File: config.mk
export PLATFORM = sky130hd
export DESIGN_NAME = bcd_digit_mul_seq
export DESIGN_NICKNAME = d
export VERILOG_FILES = /design/src/rtl/bcd_digit_mul_seq.sv
export SDC_FILE = /design/constraint.sdc
export NUM_CORES = 1
export LEC_CHECK = 0
export CORE_MARGIN = 4
export CORE_UTILIZATION = 55
export DETAILED_ROUTE_END_ITERATION = 8
export HOLD_SLACK_MARGIN = 0.02
export PLACE_DENSITY = 0.8
export SKIP_LAST_GASP = 1
export SYNTH_ARGS = -nofsm -noshare
export SYNTH_HDL_FRONTEND = slang
export SYNTH_SLANG_ARGS = --single-unit
export TNS_END_PERCENT = 30
File: constraint.sdc
create_clock -name clk -period 9.7 [get_ports clk]
set_input_delay 0.97 -clock clk [delete_from_list [all_inputs] [get_ports clk]]
set_output_delay 0.97 -clock clk [all_outputs]
set_load 0.05 [all_outputs]
File: src/rtl/bcd_digit_mul_seq.sv
// Sequential BCD multiplier: NDIG-digit packed BCD operand a times one BCD
// digit b. A single digit-by-digit BCD multiplier is reused once per digit of
// a, least significant digit first, with a BCD carry rippled between steps.
// Optional operand check: define BCD_OPERAND_CHECK_EN to flag non-BCD digits
// on the accepting edge (err=1, result=0, immediate done).
module bcd_digit_mul_seq #(
  parameter int NDIG = 4
) (
  input  logic                  clk,
  input  logic                  rst_n,
  input  logic                  start,
  input  logic [4*NDIG-1:0]     a,
  input  logic [3:0]            b,
  output logic                  busy,
  output logic                  done,
  output logic [4*(NDIG+1)-1:0] result,
  output logic                  err
);

  localparam int IW = (NDIG > 1) ? $clog2(NDIG) : 1;

  typedef enum logic [1:0] {IDLE, MUL, DONE} state_t;

  state_t                  state;
  state_t                  state_nxt;
  logic [4*NDIG-1:0]       a_reg;
  logic [3:0]              b_reg;
  logic [3:0]              carry;
  logic [IW-1:0]           idx;
  logic [4*(NDIG+1)-1:0]   res_reg;
  logic [7:0]              prod;
  logic [4:0]              sum;
  logic [3:0]              dig_out;
  logic [3:0]              carry_nxt;
  logic                    last;
  logic                    accept;

  // Single-digit BCD multiply: two BCD digits in, packed two-digit BCD out.
  function automatic logic [7:0] bcd_mul(input logic [3:0] x, input logic [3:0] y);
    logic [7:0] p;
    p = 8'(x) * 8'(y);
    return {4'(p / 8'd10), 4'(p % 8'd10)};
  endfunction

`ifdef BCD_OPERAND_CHECK_EN
  logic err_reg;
  logic bad;

  // True when any digit of the multiplicand or the multiplier exceeds 9.
  function automatic logic has_nonbcd(input logic [4*NDIG-1:0] x, input logic [3:0] y);
    logic r;
    r = (y > 4'd9);
    for (int i = 0; i < NDIG; i++) begin
      if (x[i*4 +: 4] > 4'd9) r = 1'b1;
    end
    return r;
  endfunction

  assign bad = has_nonbcd(a, b);
  assign err = err_reg;
`else
  assign err = 1'b0;
`endif

  assign accept = (state == IDLE) && start;
  assign busy   = (state != IDLE);
  assign done   = (state == DONE);
  assign result = res_reg;
  assign last   = (idx == IW'(NDIG - 1));

  // One digit step: multiply, add incoming carry, split into digit and carry.
  always_comb begin
    prod      = bcd_mul(a_reg[idx*4 +: 4], b_reg);
    sum       = {1'b0, prod[3:0]} + {1'b0, carry};
    dig_out   = sum[3:0];
    carry_nxt = prod[7:4];
    if (sum >= 5'd10) begin
      dig_out   = 4'(sum - 5'd10);
      carry_nxt = prod[7:4] + 4'd1;
    end
  end

  // Next-state logic; start is only looked at in IDLE, so it never queues.
  always_comb begin
    state_nxt = state;
    case (state)
      IDLE: begin
        if (start) begin
`ifdef BCD_OPERAND_CHECK_EN
          state_nxt = bad ? DONE : MUL;
`else
          state_nxt = MUL;
`endif
        end
      end
      MUL:     if (last) state_nxt = DONE;
      DONE:    state_nxt = IDLE;
      default: state_nxt = IDLE;
    endcase
  end

  // State register.
  always_ff @(posedge clk or negedge rst_n) begin
    if (!rst_n) state <= IDLE;
    else        state <= state_nxt;
  end

  // Operand capture on the accepting edge; later input changes are ignored.
  always_ff @(posedge clk) begin
    if (accept) begin
      a_reg <= a;
      b_reg <= b;
    end
  end

  // Digit index, carry and result accumulation.
  always_ff @(posedge clk or negedge rst_n) begin
    if (!rst_n) begin
      idx     <= '0;
      carry   <= '0;
      res_reg <= '0;
    end else if (accept) begin
      idx     <= '0;
      carry   <= '0;
      res_reg <= '0;
    end else if (state == MUL) begin
      res_reg[idx*4 +: 4] <= dig_out;
      carry               <= carry_nxt;
      if (last) begin
        res_reg[NDIG*4 +: 4] <= carry_nxt;
        idx                  <= '0;
      end else begin
        idx <= idx + 1'b1;
      end
    end
  end

`ifdef BCD_OPERAND_CHECK_EN
  // Error flag: set or cleared by each accepted start, held otherwise.
  always_ff @(posedge clk or negedge rst_n) begin
    if (!rst_n)      err_reg <= 1'b0;
    else if (accept) err_reg <= bad;
  end
`endif

endmodule

# After elaboration in Yosys (flattened, before gate mapping)
# Index checks and enable logic that the tools add are counted.
totals:
  out_inout_bits: 23
  ff_bits: 48
  inputBits: 23
op_classes:
  multipliers: 1
  shifts: 3
  order_cmp: 1
  n_div: 2
  addsub: 5
  n_reduce_logical: 5
  eq_ne: 5
  muxes: 14
op_table:
  columns: ["op", "count"]
  rows:
  - ["$mux W20", 2]
  - ["$neg A4 Y34", 1]
  - ["$shift A4 B34 Y20 const A", 1]
  - ["$shiftx A4 B34 Y20", 1]
  - ["$bwmux W20", 1]
  - ["$mux W4", 5]
  - ["$shiftx A16 B5 Y4", 1]
  - ["$mux W2", 5]
  - ["$div A8 B4 Y8 const B", 1]
  - ["$mod A8 B4 Y8 const B", 1]
  - ["$mul A4 B4 Y8", 1]
  - ["$add A4 B4 Y5", 1]
  - ["$ge A5 B4 Y1 const B", 1]
  - ["$add A4 B1 Y4 const B", 1]
  - ["$eq A2 B2 Y1 const B", 2]
  - ["$ne A2 B2 Y1 const B", 2]
  - ["$pmux W2 S2", 1]
  - ["$reduce_bool A2 Y1", 2]
  - ["$sub A4 B4 Y4 const B", 1]
  - ["$add A2 B1 Y2 const B", 1]
  - ["$eq A2 B1 Y1 const B", 1]
  - ["$logic_not A2 Y1", 1]
  - ["$reduce_and A2 Y1", 1]
  - ["$logic_and A1 B1 Y1", 1]

# Depth between registers and ports, before layout
depth:
  depth_word: 11
  mapped_depth: 29
  depth_no_buf: 27

# Least setup slack after synthesis
# Ideal clock, no wire load.
synth_timing:
  path_kind: "reg2reg"
  start: "reg idx[0]"
  end: "reg res_reg[18], in the netlist result[18]"
  setup_ns: 0.083
  path_stages_with_launch: 28
  t_arrival_ns: 6.944
  path_slack_ns: 2.674
  required_time_ns: 9.617
  n_path_buf: 1
  path_cell_list: "dfrtp_1 -> clkbuf_1 -> mux4_2 -> and2_1 -> fa_1 -> fa_1 -> inv_1 -> fa_1 -> nand2b_1 -> a21oi_1 -> xor2_1 -> nor2b_1 -> o311a_1 -> a211o_1 -> a21boi_2 -> nor2_1 -> mux2_2 -> xnor2_1 -> fa_1 -> xor2_1 -> ha_1 -> nand2_1 -> a21oi_2 -> mux2i_1 -> nand2b_1 -> o21ai_0 -> nand2_1 -> o21ai_0"
synth_via:
  elab_chain_len: 11
synth_lines:
  columns: ["element", "line_no", "source"]
  rows:
  - ["start, declared", "29", "logic [IW-1:0] idx;"]
  - ["start signal, assigned", "133", "idx <= idx + 1'b1;"]
  - ["$shiftx A16 B5 Y4", "73", "prod = bcd_mul(a_reg[idx*4 +: 4], b_reg);"]
  - ["$mul A4 B4 Y8", "41", "p = 8'(x) * 8'(y);"]
  - ["$mod A8 B4 Y8", "42", "return {4'(p / 8'd10), 4'(p % 8'd10)};"]
  - ["$add A4 B4 Y5", "74", "sum = {1'b0, prod[3:0]} + {1'b0, carry};"]
  - ["$sub A4 B4 Y4 or $ge A5 B4 Y1 (tied branches)", "78, 77", null]
  - ["$mux W4", "77", "if (sum >= 5'd10) begin"]
  - ["$shiftx A4 B34 Y20", "127", "res_reg[idx*4 +: 4] <= dig_out;"]
  - ["$bwmux W20", "127", null]
  - ["$mux W4 *", "129", "if (last) begin"]
  - ["$mux W20 *", "126", "end else if (state == MUL) begin"]
  - ["$mux W20 *", "122", "end else if (accept) begin"]
  - ["end signal, assigned by index", "127", null]
  - ["end signal, assigned by index", "130", "res_reg[NDIG*4 +: 4] <= carry_nxt;"]
  - ["end, declared", "30", "logic [4*(NDIG+1)-1:0] res_reg;"]
# Every way passes the cells marked *; elsewhere a longest branch is shown, timed or not. The select of a mux whose other input is x is not followed.
# A chain may end at the register's enable or synchronous reset.

# Final worst setup path
# Same ends and word-level chain as after synthesis.

==> results_dict.tcl <==
set metrics [dict create \
    dr.pass1.iters 4 \
    wl_per_cell_um 15.53 \
    drc 0 \
    ys_seq_area_frac 0.4022 \
    fill_cells 420 \
    largest_register_ffs 20 \
    crit_fanout 13 \
    outcome "completed" \
    rsz0062_at_grt "no" \
    antenna_cells 0 \
    start_util 0.5770 \
    reg2reg_depth 26 \
    clock.fmax_ghz 0.1285 \
    holdCritPathClass "flop to flop" \
    hold_depth 2 \
    grt_start_max_net_pins 29 \
    detail_route.wirelength_mm 6.645 \
    cts_hold_buffers 0 \
    regArea_um2 1301 \
    grt-ovfl-total 0 \
    ys_warn_count 0 \
    clock-root-buffer "clkbuf_8" \
    clock_path_buffers 2 \
    clk_pin_slew_worst_paths_ns 0.09 \
    clk_latency_ns 0.30 \
    die_y_um 84.70 \
    die_width_um 84.70 \
    multi_input_area_um2 1808 \
    syn-cell-area_um2 3236 \
    gp_congestion 0.9174 \
    worst-setup-path-type "flop to flop" \
    synth.distinct_cells 59 \
    dieArea_um2 7174 \
    numPortBuffers 44 \
    grt_pass1_wl_mm 11.61 \
    r2r-start "idx[0]" \
    setup_tns_ns 0 \
    cts_made_buffers 5 \
    synth-main-ff-cell "dfrtp_1" \
    worst_pin_slew_ns 0.8758 \
    yosysTopAreaCell "dfrtp_1" \
    synthTopCellsByArea "dfrtp_1, edfxtp_1, ha_1" \
    async_flop_share 0.5833 \
    vias_per_cell 5.778 \
    synth_top_cell_area_share 0.2166 \
    drv_slew 0 \
    fin_worst_skew_ns 0.01029 \
    fin_crit_ns 7.781 \
    placementRows 27 \
    slew_headroom 0.4125 \
    ctsResizeCount 0 \
    drt_iter0_drc 67 \
    cp.arrival_ns 8.00 \
    synth_area_per_cell_um2 10.27 \
    first_global_vias 2545 \
    nets 405 \
    hold_start "result[17]" \
    cp_slowest_cell "dfrtp_1" \
    io_pins 46 \
    yosysMostFrequentCell "dfrtp_1" \
    maxCapViolCount 0 \
    grt_usage 0.1972 \
    critPathMaxStageDelay_ns 0.60 \
    cts_tree "done" \
    cts.sinks 48 \
    final_antenna_net_count 0 \
    setup_viol_count_final 0 \
    cp_common_cell "fa_1" \
    cts_max_level 2 \
    syn2layout_area_growth_pct 17.17 \
    synth_edf_count 20 \
    vias 2473 \
    r2r-end "result[18]" \
    hold_violations 0 \
    syn_nets 365 \
    core_area_um2 5608 \
    synth_common_cells "dfrtp_1, nor2_1, ha_1, edfxtp_1, nand2_1" \
    synthCells 315 \
    finalCritPeriodShare 0.8021 \
    layout-drive-gt1-share 0.07303 \
    cp-start-kind "flop" \
    worstPathRequired_ns 9.92 \
    synth_seq_cells 48 \
    critPathLaunch "idx[0]" \
    antenna_found_initial 0 \
    post_cts_buffers 0 \
    dp_hpwl_mm 5.056 \
    hold_end "result[17]" \
    crit_path_end_kind "flop" \
    reg2reg_setup_slack_ns 1.92 \
]
==> stage by stage <==
step / util / cell area, um2 / hold WS, ns / cells / worst slack (ns)
finish: 0.6760 / 3791 / 0.4926 / 428 / 1.919
global route: 0.6760 / 3791 / 0.5245 / 428 / 1.253
CTS: 0.6760 / 3791 / 0.4973 / 428 / 1.892
detailed placement: 0.6618 / 3711 / 0.4792 / 420 / 1.933
global placement: 0.6618 / 3711 / 0.4675 / 420 / 2.152
floorplan: - / 3236 / 0.4756 / 315 / 2.674
==> worst max-delay path by stage <==
stage / depth (start not counted) / slack [ns] / end
CTS: 26 / 1.89 / result[18]
finish: 26 / 1.92 / result[18]
floorplan: 27 / 2.67 / result[18]
global placement: 26 / 2.15 / result[18]
detailed placement: 26 / 1.93 / result[18]
global route: 26 / 1.25 / result[18]
==> layout by cell type (no fill, tap or decap), types with 3 or more instances in the layout <==
| cell type | synthesis | layout |
|---|---|---|
| o31ai_1 | 3 | 3 |
| nand2_1 | 20 | 20 |
| nor2b_1 | 5 | 5 |
| xnor2_1 | 9 | 9 |
| a21oi_2 | 3 | 3 |
| o21a_1 | 4 | 4 |
| nand3_1 | 8 | 8 |
| ha_1 | 22 | 22 |
| a22o_1 | 9 | 9 |
| edfxtp_1 | 20 | 20 |
| and2_1 | 19 | 19 |
| mux2i_1 | 3 | 3 |
| dfrtp_1 | 28 | 28 |
| xor2_1 | 5 | 5 |
| nor2_1 | 25 | 25 |
| or3_1 | 5 | 5 |
| a21o_1 | 3 | 3 |
| inv_1 | 16 | 16 |
| nand2b_1 | 7 | 7 |
| mux4_2 | 4 | 4 |
| fa_1 | 5 | 5 |
| mux2_2 | 5 | 5 |
| a21oi_1 | 12 | 12 |
| nor3_1 | 4 | 4 |
| clkbuf_8 | 0 | 5 |
| o21ai_0 | 17 | 17 |
| clkdlybuf4s50_1 | 0 | 44 |
==> critical path, delay by kind of cell, from the launching register on <==
family | cells | cell delay [ns]
xor+xnor | 3 | 0.77
compound gates | 7 | 1.82
mux | 3 | 1.42
fa+ha+maj | 5 | 2.24
buf+inv | 1 | 0.08
flops | 1 | 0.60
simple gates | 7 | 0.79
==> cell type report <==
class,instances,area share
clock buffer,7,0.02013
clock inverter,1,0.0009901
inverter,17,0.01683
sequential,48,0.3432
multi-input combinational,238,0.4769
tap,72,0.02376
timing repair buffer,45,0.1182
==> per-layer routing <==
metal	vias to the layer above	part of all wire	track usage
met4	0	0.019	0.05755
met5	-	0	0
met2	61	0.49	0.3409
met3	14	0.036	0.03337
met1	1176	0.46	0.2541
li1	1222	-	-
==> cell families after synthesis <==
group / Yosys count / synth area share
AO/OA/AOI/OAI: 76 / 0.1678
adder cells (fa/ha/maj): 29 / 0.1222
multiplexers: 13 / 0.06148
AND/OR/NAND/NOR: 105 / 0.1682
buffers and inverters: 29 / 0.03906
flip-flops: 48 / 0.4022
other: 1 / 0.001159
XOR/XNOR: 14 / 0.03790
Power is not shown: default switching activity piles up to over one toggle a cycle in this logic, so the estimate is an artifact.
